File: src/rtl/addacc_t1ff_chain.sv
// addacc_t1ff_chain: cycle-based T1 flip-flop cascade used as a pulse accumulator with X tracking
module addacc_t1ff_chain #(
    parameter int WIDTH       = 4,
    parameter int STAGE_DELAY = 2,
    parameter int T_SEP       = 2,
    parameter int HS_WIN      = 3,
    parameter int RD_DELAY    = 2
) (
    input  logic             clk,
    input  logic             rst_n,
    input  logic             t,
    input  logic             wr0,
    output logic             carry_out,
    output logic             carry_out_x,
    output logic [WIDTH-1:0] rd1,
    output logic [WIDTH-1:0] rd1_x,
    output logic             rd1_valid,
    output logic             sep_err,
    output logic             hs_err,
    output logic [15:0]      err_count
);
    logic [WIDTH-1:0] s, sx, ns, nsx, cv, cx, in_v, in_x, sep, viol, fly;
    logic [WIDTH-1:0] dv [STAGE_DELAY];
    logic [WIDTH-1:0] dx [STAGE_DELAY];
    logic [7:0]       cnt [WIDTH];
    logic [WIDTH-1:0] pd [RD_DELAY];
    logic [WIDTH-1:0] px [RD_DELAY];
    logic [RD_DELAY-1:0] pv;
    logic [16:0]      err_sum;

    // stage inputs, X propagation, carry generation and hold/setup window per stage
    always_comb begin
        in_v = WIDTH'({dv[STAGE_DELAY-1], t});
        in_x = WIDTH'({dx[STAGE_DELAY-1], 1'b0});
        fly = '0;
        for (int k = 0; k < STAGE_DELAY; k++) fly |= WIDTH'({dv[k], 1'b0});
        ns = s;
        nsx = sx;
        cv = '0;
        cx = '0;
        for (int i = 0; i < WIDTH; i++) begin
            sep[i] = in_v[i] && (cnt[i] < 8'(T_SEP));
            viol[i] = in_v[i] || (cnt[i] < 8'(HS_WIN)) || fly[i];
            if (in_v[i]) begin
                if (sx[i] || ((in_x[i] || sep[i]) && s[i])) begin
                    ns[i] = 1'b0;
                    nsx[i] = 1'b1;
                    cv[i] = 1'b1;
                    cx[i] = 1'b1;
                end else if (in_x[i] || sep[i]) begin
                    ns[i] = 1'b0;
                    nsx[i] = 1'b1;
                end else begin
                    ns[i] = ~s[i];
                    cv[i] = s[i];
                end
            end
        end
        sep_err = rst_n && |sep;
        hs_err = rst_n && wr0 && |viol;
        err_sum = {1'b0, err_count} + 17'(sep_err) + 17'(hs_err);
    end

    assign carry_out   = dv[STAGE_DELAY-1][WIDTH-1];
    assign carry_out_x = dx[STAGE_DELAY-1][WIDTH-1];
    assign rd1         = pd[RD_DELAY-1];
    assign rd1_x       = px[RD_DELAY-1];
    assign rd1_valid   = pv[RD_DELAY-1];

    // stage state, carry delay lines, spacing counters, readout pipeline and error counter
    always_ff @(posedge clk or negedge rst_n) begin
        if (!rst_n) begin
            s <= '0;
            sx <= '0;
            pv <= '0;
            err_count <= '0;
            for (int k = 0; k < STAGE_DELAY; k++) begin
                dv[k] <= '0;
                dx[k] <= '0;
            end
            for (int i = 0; i < WIDTH; i++) cnt[i] <= 8'hFF;
            for (int k = 0; k < RD_DELAY; k++) begin
                pd[k] <= '0;
                px[k] <= '0;
            end
        end else begin
            s <= wr0 ? '0 : ns;
            sx <= wr0 ? viol : nsx;
            dv[0] <= cv;
            dx[0] <= cx;
            for (int k = 1; k < STAGE_DELAY; k++) begin
                dv[k] <= dv[k-1];
                dx[k] <= dx[k-1];
            end
            for (int i = 0; i < WIDTH; i++)
                cnt[i] <= in_v[i] ? 8'd1 : (cnt[i] == 8'hFF ? cnt[i] : cnt[i] + 8'd1);
            pv[0] <= wr0;
            pd[0] <= wr0 ? (s & ~sx & ~viol) : '0;
            px[0] <= wr0 ? (sx | viol) : '0;
            for (int k = 1; k < RD_DELAY; k++) begin
                pv[k] <= pv[k-1];
                pd[k] <= pd[k-1];
                px[k] <= px[k-1];
            end
            err_count <= err_sum[16] ? 16'hFFFF : err_sum[15:0];
        end
    end
endmodule
File: config.mk
export PLATFORM = sky130hd
export DESIGN_NAME = addacc_t1ff_chain
export DESIGN_NICKNAME = d
export VERILOG_FILES = /design/src/rtl/addacc_t1ff_chain.sv
export SDC_FILE = /design/constraint.sdc
export NUM_CORES = 1
export LEC_CHECK = 0
export CELL_PAD_IN_SITES_DETAIL_PLACEMENT = 0
export CELL_PAD_IN_SITES_GLOBAL_PLACEMENT = 1
export CORE_UTILIZATION = 49
export DETAILED_ROUTE_END_ITERATION = 16
export PLACE_DENSITY = 0.9
export SYNTH_ARGS = -nofsm -noshare
export SYNTH_HDL_FRONTEND = slang
export SYNTH_SLANG_ARGS = --single-unit
File: constraint.sdc
create_clock -name clk -period 8.85 [get_ports clk]
set_input_delay 1.3275 -clock clk [delete_from_list [all_inputs] [get_ports clk]]
set_output_delay 1.3275 -clock clk [all_outputs]
set_load 0.01 [all_outputs]
==> impl_results.md <==
- Outcome: completed
- DR iter-0 viols: 147
- Reg clk slew, reported paths: 0.09 ns
- CTS sink count: 90
- Tightest Pin Transition: 0.783 ns
- Power per cell area: 250 nW/um^2
- Final Max Tran Viols: 0
- Total leakage power: 1.96 nW
- Worst hold path endpoint: dx[0]
- Startpoint kind of the worst setup timing path: primary input
- Setup slack of the most critical reg-to-reg path: 5.44 ns
- Clk Latency, worst-skew pair: 0.36 ns
- Most Frequent Cell on Critical Path: sky130_fd_sc_hd__clkdlybuf4s50_1
- Detailed-placement wirelength estimate: 4.86 mm
- DRC viols: 0
- Via-to-Cell Ratio: 5.40
- Total Power: 1.15 mW
- Number of setup violations in the final report: 0
- Category of cells accounting for the largest share of critical-path delay: buffers and inverters
- Root buffer selected by CTS: sky130_fd_sc_hd__clkbuf_8
- Fraction of final layout cells sized beyond drive strength 1: 0.141
- Cts bufs inserted: 9
- Synthesized Nets: 389
- Postcts setup bufs: 0
- Crit path DAT: 3.07 ns
- Worst-case headroom to the max-slew limit: 0.478
- Crit end category: output port
- Die extent in y: 93.0 microns
- Initial core utilization: 0.515
- Maximum number of pins on one net before global-route repair: 66
- Final sum of negative setup slack: 0 ns
- Reported max-cap violation count: 0
- Reg2reg end: err_count[1]
- Total Nets Final: 415
- Number of placement rows: 32
- Gpl congestion: 0.799
- Startpoint-to-endpoint class of the critical path: primary input to output port
- I/O pin count: 33
- Sequence of cells on the critical path: clkdlybuf4s50_1, and3_1, clkdlybuf4s50_1
- Number of buffers and inverters on the critical path: 2
- Post-layout min period: 4.40 ns
- Area of the core: 7890 sq um
- Number of antenna violations at the first check in global routing: 0
- Post-synthesis sequential area ratio: 0.565
- Library cells used by synthesis: 44
- Post-synthesis async set-or-reset flop share: 1.00
- Total congestion overflow after global routing: 0
- Post-CTS resize count: 0
- Worst endpoint required time: 7.52 ns
- Total routing resource utilization after global routing: 0.182
- Final worst path period share: 0.497
- Path class of the lowest-slack min-delay path: register to register
- Number of warnings issued by yosys: 0
- Synthesis-stage register bit count: 90
- Combined area of all synthesized cells: 4060 sq um
- Antenna fix cells: 0
- Launch point of the worst reg-to-reg path: cnt[6]
- Number of instances on the worst hold path: 0
- Antenna Violating Nets Remaining: 0
- VDD IR-drop max: 0.000110 V
- Critical Path Fanout Max: 24
- Vias: 2,767
- Growth of design area from synthesis to finish: 13.6%
- Master of the slowest instance on the critical path: sky130_fd_sc_hd__clkdlybuf4s50_1
- Avg Inst Size Synth: 10.7 sq um
- R2R cell count: 11
- Number of levels in the clock H-tree: 3
- Most instantiated flip-flop cell in the synthesis netlist: sky130_fd_sc_hd__dfrtp_1
- Die area: 8650 sq um
- Maximum buffer depth of the clock tree: 2
- Drt pass-1 iters: 4
- FMAX: 227 MHz
- First-pass GRT wire length: 12.3 mm
- Hold buffers post-CTS: 0
- Setup repair after global routing missed its margin: false
- Via count of the first global-routing pass: 2,578
- Routed WL: 7.15 mm
- Slowest Stage Delay on Critical Path: 0.95 ns
- Die Span X: 93.0 microns
- Post-synth EDFFs: 0
- Fin Clk Skew: 0.0113 ns
- Post-synthesis cell count: 379
- Hold Path Origin: dx[4]
- CTS tree: done
- Average detailed-routed wire length per instance: 14.0 microns
- Buffers added on ports: 32
- Count of final hold-check violations: 0
==> state kept, by name, summed over array words and instances (netlist names) <==
name and flops:
rd1 4, cnt 32, s 4, pv 2, pd 4, dv 7, px 4, carry_out 1
rd1_x 4, dx 7, sx 4, err_count 16, carry_out_x 1
==> metrics by stage <==
| stage | instance area (sq um) | utilization | hold slack, ns | worst slack (ns) | cells |
|---|---|---|---|---|---|
| after floorplan | 4060 | - | 0.331 | 5.33 | 379 |
| after global placement | 4410 | 0.559 | 0.333 | 4.47 | 496 |
| after detailed placement | 4410 | 0.559 | 0.335 | 4.43 | 496 |
| after CTS | 4610 | 0.585 | 0.356 | 4.46 | 512 |
| after global routing | 4610 | 0.585 | 0.365 | 4.35 | 512 |
| final | 4610 | 0.585 | 0.354 | 4.45 | 512 |
==> layout by cell type (no fill, tap or decap), types with 12 or more instances in the layout <==
master                             n
sky130_fd_sc_hd__nand3_1          17
sky130_fd_sc_hd__dfrtp_1          58
sky130_fd_sc_hd__nand2b_1         14
sky130_fd_sc_hd__nand2_1          30
sky130_fd_sc_hd__dfstp_2          32
sky130_fd_sc_hd__nor3_1           12
sky130_fd_sc_hd__a21oi_1          13
sky130_fd_sc_hd__nor2_1           42
sky130_fd_sc_hd__clkdlybuf4s50_1  31
==> final cells by class <==
| class | instances | area (sq um) |
|---|---|---|
| fill | 680 | 3280 |
| clock buffer | 10 | 128 |
| multi-input combinational | 262 | 1630 |
| timing repair buffer | 33 | 325 |
| tap | 102 | 128 |
| clock inverter | 6 | 73.8 |
| inverter | 9 | 33.8 |
| sequential | 90 | 2290 |
==> routing by layer <==
| layer | vias up | track usage | wire, microns |
|---|---|---|---|
| li1 | 1379 | - | - |
| met1 | 1331 | 0.252 | 3430 |
| met2 | 49 | 0.279 | 3410 |
| met3 | 8 | 0.0463 | 213 |
| met4 | 0 | 0.0628 | 86 |
| met5 | - | 0 | 0 |
==> power breakdown <==
part           total (mW)  switching (mW)  internal (mW)  leakage [nW]
Clock               0.284           0.150          0.134        0.0950
Combinational       0.272           0.137          0.135         0.791
Sequential          0.594          0.0851          0.509          1.07
==> Yosys cell counts, drive strengths merged, types with 7 or more instances <==
library cell	instances	area [sq um]
a21oi	13	65.1
nand4	10	62.6
and3	11	68.8
nand2	30	113
mux2i	7	70.1
o21ai	9	45.0
nand2b	14	87.6
inv	9	33.8
dfstp	32	841
dfrtp	58	1450
nor2b	8	50.1
nand3	20	115
nor3	12	60.1
xor2	10	87.6
nor2	42	158
xnor2	11	96.3
buf	12	80.1
a21boi	7	52.6
==> worst register-to-register path: stages, from the launching register on <==
cell                       delay [ns]
sky130_fd_sc_hd__dfstp_2         0.39
sky130_fd_sc_hd__nor4_1          0.52
sky130_fd_sc_hd__a211oi_1        0.27
sky130_fd_sc_hd__nand4_1         0.18
sky130_fd_sc_hd__nand3_1         0.12
sky130_fd_sc_hd__fa_1            0.44
sky130_fd_sc_hd__inv_1           0.08
sky130_fd_sc_hd__ha_1            0.19
sky130_fd_sc_hd__nand3_2         0.18
sky130_fd_sc_hd__nor4_4          0.46
sky130_fd_sc_hd__nand3_2         0.34
sky130_fd_sc_hd__nand2b_1        0.17
==> cells by family after synthesis <==
| group | count (synthesis) | share of synthesized area |
|---|---|---|
| AND/OR/NAND/NOR | 171 | 0.226 |
| flip-flops | 90 | 0.565 |
| AO/OA/AOI/OAI | 56 | 0.0900 |
| buffers and inverters | 27 | 0.0336 |
| XOR/XNOR | 21 | 0.0453 |
| multiplexers | 8 | 0.0200 |
| adder cells (fa/ha/maj) | 6 | 0.0203 |
==> worst max-delay path by stage <==
stage	start	endpoint	slack, ns	cells after the start
2_1_floorplan	t	err_count[13]	5.33	12
3_3_place_gp	wr0	hs_err	4.47	3
3_5_place_dp	wr0	err_count[10]	4.43	9
4_1_cts	wr0	hs_err	4.46	3
5_1_grt	wr0	hs_err	4.35	3
6_report	wr0	hs_err	4.45	3
Note: power is estimated with default switching activity, not from simulation.
